$ cat config.mk
export PLATFORM = sky130hd
export DESIGN_NAME = dma_write_logic
export DESIGN_NICKNAME = d
export VERILOG_FILES = /design/src/rtl/dma_write_logic.sv
export SDC_FILE = /design/constraint.sdc
export NUM_CORES = 1
export LEC_CHECK = 0
export BUFFER_PORTS_ARGS = -buffer_cell sky130_fd_sc_hd__buf_4
export CAP_MARGIN = 25
export CORE_UTILIZATION = 52
export DETAILED_ROUTE_END_ITERATION = 6
export PLACE_DENSITY = 0.88
export SYNTH_ARGS = -nofsm -noshare
export SYNTH_HDL_FRONTEND = slang
export SYNTH_SLANG_ARGS = --single-unit
$ cat constraint.sdc
create_clock -name clk -period 4.4 [get_ports clk]
set_input_delay 0.88 -clock clk [delete_from_list [all_inputs] [get_ports clk]]
set_output_delay 0.88 -clock clk [all_outputs]
set_load 0.01 [all_outputs]
$ cat src/rtl/dma_write_logic.sv
// dma_write_logic: drains a first-word-fall-through FIFO into memory through an arbitrated bus, one word per granted cycle.
module dma_write_logic #(
    parameter int ADDR_STEP = 4
) (
    input  logic        clk,
    input  logic        reset,
    input  logic [31:0] ctrl_sig_reg,
    input  logic [31:0] addr_reg,
    input  logic [31:0] count_reg,
    output logic        mem_request,
    input  logic        mem_grant,
    output logic [31:0] mem_addr,
    output logic        tx_enable,
    output logic [31:0] mem_wr_data,
    input  logic        empty,
    output logic        rd_enable,
    input  logic [31:0] rd_data,
    output logic        tx_done,
    output logic [31:0] words_left
);
    typedef enum logic [1:0] {IDLE, BUS_REQ, WRITE_DATA, DONE} state_t;
    state_t      state;
    logic [31:0] cur_addr;
    logic [31:0] cur_count;
    logic        armed;
    logic        run;
    logic        start;
    logic        xfer;
    assign run   = ctrl_sig_reg[0] & ctrl_sig_reg[1];
    // armed gives edge semantics to a level-held dma_active
    assign start = state == IDLE && run && armed;
    assign xfer  = state == WRITE_DATA && run && mem_grant && !empty;
    assign mem_request = state == BUS_REQ || state == WRITE_DATA;
    assign mem_addr    = state == WRITE_DATA ? cur_addr : '0;
    assign tx_enable   = xfer;
    assign rd_enable   = xfer;
    assign mem_wr_data = xfer ? rd_data : '0;
    assign words_left  = cur_count;
    always_ff @(posedge clk or posedge reset) begin
        if (reset) begin
            state     <= IDLE;
            cur_addr  <= '0;
            cur_count <= '0;
            tx_done   <= 1'b0;
            armed     <= 1'b0;
        end else begin
            armed <= start ? 1'b0 : (!ctrl_sig_reg[0] ? 1'b1 : armed);
            case (state)
                IDLE: if (start) begin
                    cur_addr  <= addr_reg;
                    cur_count <= count_reg;
                    tx_done   <= 1'b0;
                    state     <= count_reg == '0 ? DONE : BUS_REQ;
                end
                BUS_REQ: state <= !run ? IDLE : (mem_grant ? WRITE_DATA : BUS_REQ);
                WRITE_DATA: begin
                    if (!run) state <= IDLE;
                    else if (!mem_grant) state <= BUS_REQ;
                    else if (xfer) begin
                        cur_count <= cur_count - 32'd1;
                        cur_addr  <= cur_addr + (ctrl_sig_reg[2] ? 32'(ADDR_STEP) : 32'd0);
                        if (cur_count == 32'd1) state <= DONE;
                    end
                end
                DONE: begin
                    tx_done <= 1'b1;
                    state   <= IDLE;
                end
            endcase
        end
    end
endmodule

## Yosys cells after proc, flatten, opt, wreduce, memory -nomap -nowiden

Cells that the tools add are included.

| storage, ports and cells | value |
|---|---|
| input bits | 132 |
| register bits after elaboration | 68 |
| output and inout bits | 100 |

| cells by class | value |
|---|---|
| reduce and logical (&&, ||, !) cells | 14 |
| multiplexer cells | 26 |
| bitwise logic cells | 1 |
| $add $sub $neg | 2 |
| eq/ne operators | 11 |

Operator list:

| operator | number |
|---|---|
| two-way mux 32 bit | 10 |
| one-hot mux 32 bit (2 select lines) | 2 |
| adder 32 x 3 -> 32 bit | 1 |
| equality test 32 x 1 -> 1 bit, second input constant | 1 |
| logical NOT 32 bit | 1 |
| subtractor 32 x 1 -> 32 bit, second input constant | 1 |
| two-way mux 2 bit | 8 |
| inequality test 2 bit, second input constant | 4 |
| one-hot mux 2 bit (4 select lines) | 1 |
| logical AND 1 bit | 5 |
| AND reduction 5 bit | 1 |
| equality test 2 bit, second input constant | 2 |
| inequality test 4 x 3 -> 1 bit, second input constant | 1 |
| inequality test 4 bit, second input constant | 1 |
| nonzero test 2 bit | 2 |
| two-way mux 1 bit | 3 |
| two-way mux 3 bit | 1 |
| AND reduction 3 bit | 1 |
| equality test 2 x 1 -> 1 bit, second input constant | 1 |
| logical NOT 2 bit | 1 |
| inequality test 2 x 1 -> 1 bit, second input constant | 1 |
| one-hot mux 1 bit (2 select lines) | 1 |
| AND reduction 2 bit | 1 |
| bitwise AND 1 bit | 1 |
| 2 further kinds | 2 |

## Longest topological paths before layout

| logic depth | value |
|---|---|
| depth after elaboration | 8 |
| gate-level depth with buffers | 10 |
| depth with buffers taken out | 7 |

## Worst setup path before layout

OpenSTA, ideal clock, no wires.

| timing | value |
|---|---|
| path type | flip-flop to output port |
| from | register state[0] |
| to | output port mem_addr[1] |
| setup slack | 1.717 ns |
| buffers on the path | 4 |
| arrival | 1.803 ns |
| required time | 3.520 ns |
| stages on the path, launching flop included | 8 |
| path through | dfrtp_1 inv_1 ha_1 buf_2 clkbuf_1 clkbuf_1 clkbuf_1 and2_1 |

| between the ends | value |
|---|---|
| longest elaborated chain between the ends | 2 |

RTL lines:

| item | RTL line | text |
|---|---|---|
| start: declaration | 22 | `state_t state;` |
| start signal: assignment | 53 | `state <= count_reg == '0 ? DONE : BUS_REQ;` |
| start signal: assignment | 55 | `BUS_REQ: state <= !run ? IDLE : (mem_grant ? WRITE_DATA : BUS_REQ);` |
| equality test 2 bit | 34 | `assign mem_addr = state == WRITE_DATA ? cur_addr : '0;` |
| two-way mux 32 bit | 34 |  |
| end: declaration | 12 | `output logic [31:0] mem_addr,` |

No other way between the ends.

## Final worst setup path

| timing | value |
|---|---|
| from | register state[0] |
| to | output port mem_wr_data[18] |

| between the ends | value |
|---|---|
| longest elaborated chain between the ends | 5 |

RTL lines:

| item | RTL line | text |
|---|---|---|
| equality test 2 bit | 32 | `assign xfer = state == WRITE_DATA && run && mem_grant && !empty;` |
| logical AND 1 bit (3 in series) | 32 |  |
| two-way mux 32 bit | 37 | `assign mem_wr_data = xfer ? rd_data : '0;` |
| end: declaration | 14 | `output logic [31:0] mem_wr_data,` |

No other way between the ends.

==> run_results.csv <==
group,metric,value,unit
run_status,result_of_the_run,"finished clean",
sta,timing.final.crit_share,0.828,
die,die-height,101,um
clock_network,tritoncts,"built",
die,start_util,0.542,
synthesis,netlist.top_cell.by_area,"dfrtp_1",
pwr,power.clock.fraction,0.162,
synthesis,synth_enable_flop_cells,0,
global_route,grt_use_total,0.315,
clock_network,htreeDepth,3,
hold_path,hold_path_class,"flip-flop to flip-flop",
route,initialDrtViolationCount,591,
clock_network,clock_tree.root_cell,"clkbuf_8",
sta,slew_violations,0,
route,drt-total-wl,16300,um
pwr,power_switching,1440,uW
layout,areaGrowthSynthToFinish,34.7,%
sta,final_critical_path_setup_slack,0.756,ns
die,dieArea,10100,um^2
synthesis,post-synth-top-area-fraction,0.337,
pwr,max-vdd-ir-drop,0.355,mV
die,floorplan.core_area,9330,um^2
placed_design,preCtsSetupSlack,1.14,ns
global_route,gr-total-overflow,0,
sta,worst_slew_margin_rel,0.403,
clock_network,tritoncts.num_buffers,9,
synthesis,synth_top_cells_by_count,"68 x dfrtp_1, 67 x a21oi_1, 65 x nand2_1",
clock_network,insertion_delay,0.35,ns
clock_network,cts.sink_count,68,
critical_path,worstSetupEndpointType,"output pin",
sta,rsz0062_at_grt,"false",
synthesis,seq_area_frac_synth,0.337,
clock_network,cts_max_path_buffers,2,
synthesis,synthTopCellsByArea,"dfrtp_1 34%, and2_1 7.9%, a21oi_1 6.6%, nand2_1 4.8%, o22ai_1 3.7%",
route,route.antenna.remaining_nets,0,
critical_path,critical_path_peak_fanout,82,
sta,final.setup_skew,0.0145,ns
route,wire_per_inst,17.5,um
placed_design,place_hpwl,12000,um
clock_network,post_cts_buffers,0,
route,drc,0,
synthesis,synth.ff_latch_count,68,
route,vias,5754,
sta,hold_viol,0,
flow_run,max_cap_violations,0,
die,io_pins,232,
synthesis,yosysWarningCount,0,
layout,post_route_cells_drive_above_1_share,0.307,
sta,tightest_pin_transition,0.895,ns
critical_path,critical_path_class,"flip-flop to output pin",
pwr,seq_power_share,0.417,
sta,time_the_worst_path_needs_with_i_o_delays_and_setup,3.64,ns
clock_network,register_clock_pin_slew_on_the_reported_worst_setup_and_hold_paths,0.07,ns
global_route,grt_start_max_net_pins,83,
sta,timing.final.setup_violations,0,
pwr,power_report.internal_total,1900,uW
pwr,power.static_leakage,0.00299,uW
die,die-width,101,um
layout,finalCoreUtilization,0.730,
global_route,grt_first_pass_wirelength,25300,um
synthesis,post_synthesis_cell_area,5060,um^2
clock_network,cts_resized,0,
die,row_count,35,
critical_path,worstPathRequired,3.52,ns
layout,nNetsFinal,938,
synthesis,yosys.cell_count.top_type,"dfrtp_1",
synthesis,synth_fp_nets,762,
sta,totalNegativeSetupSlack,0,ns
global_route,grt_pass1_vias,5137,
pwr,power_per_cell_area,490,nW/um^2
synthesis,post_synth.cell_area_avg,8.14,um^2
clock_network,hold_fix_buffers_cts,0,
critical_path,regToRegSetupSlack,1.25,ns
placed_design,place.port_buffers,202,
synthesis,synth_top_flop_cell,"dfrtp_1",
synthesis,ys_types,70,
sta,max_freq,0.274,GHz
pwr,pwr-share-comb,0.421,
layout,count_of_inserted_antenna_diode_cells,0,
route,initial_drt_pass_iterations,6,
route,number_of_vias_per_cell_after_detailed_routing,6.18,
synthesis,synthArstFlopShare,1.00,
pwr,netSwitchingFraction,0.432,
critical_path,critical_path_arrival,2.76,ns
synthesis,synthesis.instances,621,
placed_design,gp_routability_congestion,0.877,
critical_path,critPathLaunchType,"flip-flop",
global_route,number_of_antenna_violations_at_the_first_check_in_global_routing,0,
sequential cells by signal (all words and copies together) (netlist names):
signal and count:
cur_addr 32, tx_done 1, state 2, armed 1
words_left 32
worst max-delay path: stages, from the launching register on:
cell	delay (ns)
dfrtp_1	0.41
inv_1	0.17
ha_4	0.66
nand4_1	0.31
nor2_1	0.22
buf_4	0.30
and2_1	0.21
buf_4	0.13
through the flow:
| step | cells | cell area [um^2] | total power [uW] | hold slack [ns] |
|---|---|---|---|---|
| global route | 931 | 6810 | 3550 | 0.531 |
| detailed placement | 915 | 6610 | 2780 | 0.478 |
| CTS | 931 | 6810 | 3310 | 0.503 |
| global placement | 915 | 6610 | 2690 | 0.475 |
| finish | 931 | 6810 | 3340 | 0.495 |
| floorplan | 621 | 5060 | 2150 | 0.457 |
cell usage in the layout (no fill, tap or decap), types with 4 or more instances in the layout:
| master | count |
|---|---|
| nand3b_1 | 4 |
| a31oi_1 | 5 |
| a2bb2oi_1 | 18 |
| nand4_1 | 22 |
| dfrtp_1 | 68 |
| ha_1 | 8 |
| nand2b_1 | 9 |
| clkbuf_8 | 11 |
| buf_4 | 209 |
| o21ai_0 | 18 |
| nor4_1 | 17 |
| nand3_1 | 21 |
| a21oi_1 | 67 |
| and3_1 | 4 |
| and2_1 | 64 |
| a41oi_1 | 4 |
| nand2_1 | 65 |
| nor3_1 | 11 |
| o2bb2ai_1 | 4 |
| o41ai_1 | 4 |
| nor3b_1 | 4 |
| and4_1 | 7 |
| o22ai_1 | 30 |
| or4_1 | 6 |
| mux2i_1 | 14 |
| nor2_1 | 34 |
| inv_1 | 15 |
kinds of logic (layout without fill, tap and decap cells):
family | Yosys count | in the layout | synth area share
simple gates | 292 | 292 | 0.331
compound gates | 178 | 178 | 0.229
flops | 68 | 68 | 0.337
buf+inv | 60 | 241 | 0.0527
mux | 14 | 14 | 0.0277
fa+ha+maj | 9 | 9 | 0.0223
final timing paths:
| path | startpoint | end | cells after the start |
|---|---|---|---|
| setup / recovery | state[0]$_DFFE_PP0P_ | mem_wr_data[18] | 7 |
| hold / removal | cur_addr[1]$_DFFE_PP0P_ | cur_addr[1]$_DFFE_PP0P_ | 1 |
| setup reg to reg | state[0]$_DFFE_PP0P_ | cur_addr[31]$_DFFE_PP0P_ | 7 |
| hold reg to reg | cur_addr[1]$_DFFE_PP0P_ | cur_addr[1]$_DFFE_PP0P_ | 1 |
| max in group asynchronous | reset | words_left[0]$_DFFE_PP0P_ | 3 |
| min in group asynchronous | reset | cur_addr[1]$_DFFE_PP0P_ | 3 |
layout make-up:
class | count | area (um^2)
Multi-Input combinational cell | 493 | 3110
Fill cell | 724 | 2520
Sequential cell | 68 | 1700
Timing Repair Buffer | 209 | 1570
Tap cell | 129 | 161
Clock buffer | 12 | 155
Inverter | 16 | 60.1
Clock inverter | 4 | 47.5
routing by layer:
layer,routed length (um),vias up,GRT usage
met3,1580,49,0.0721
li1,-,2677,-
met4,409,0,0.117
met1,6600,2698,0.428
met5,0,-,0
met2,7680,330,0.491
power groups by stage:
stage	sequential, uW	clock, uW	combinational (uW)
6_report	1390	540	1410
5_1_grt	1450	570	1540
4_1_cts	1380	538	1400
3_5_place_dp	1380	0	1390
3_3_place_gp	1350	0	1340
2_1_floorplan	1330	0	828
Note: power is estimated with default switching activity, not from simulation.
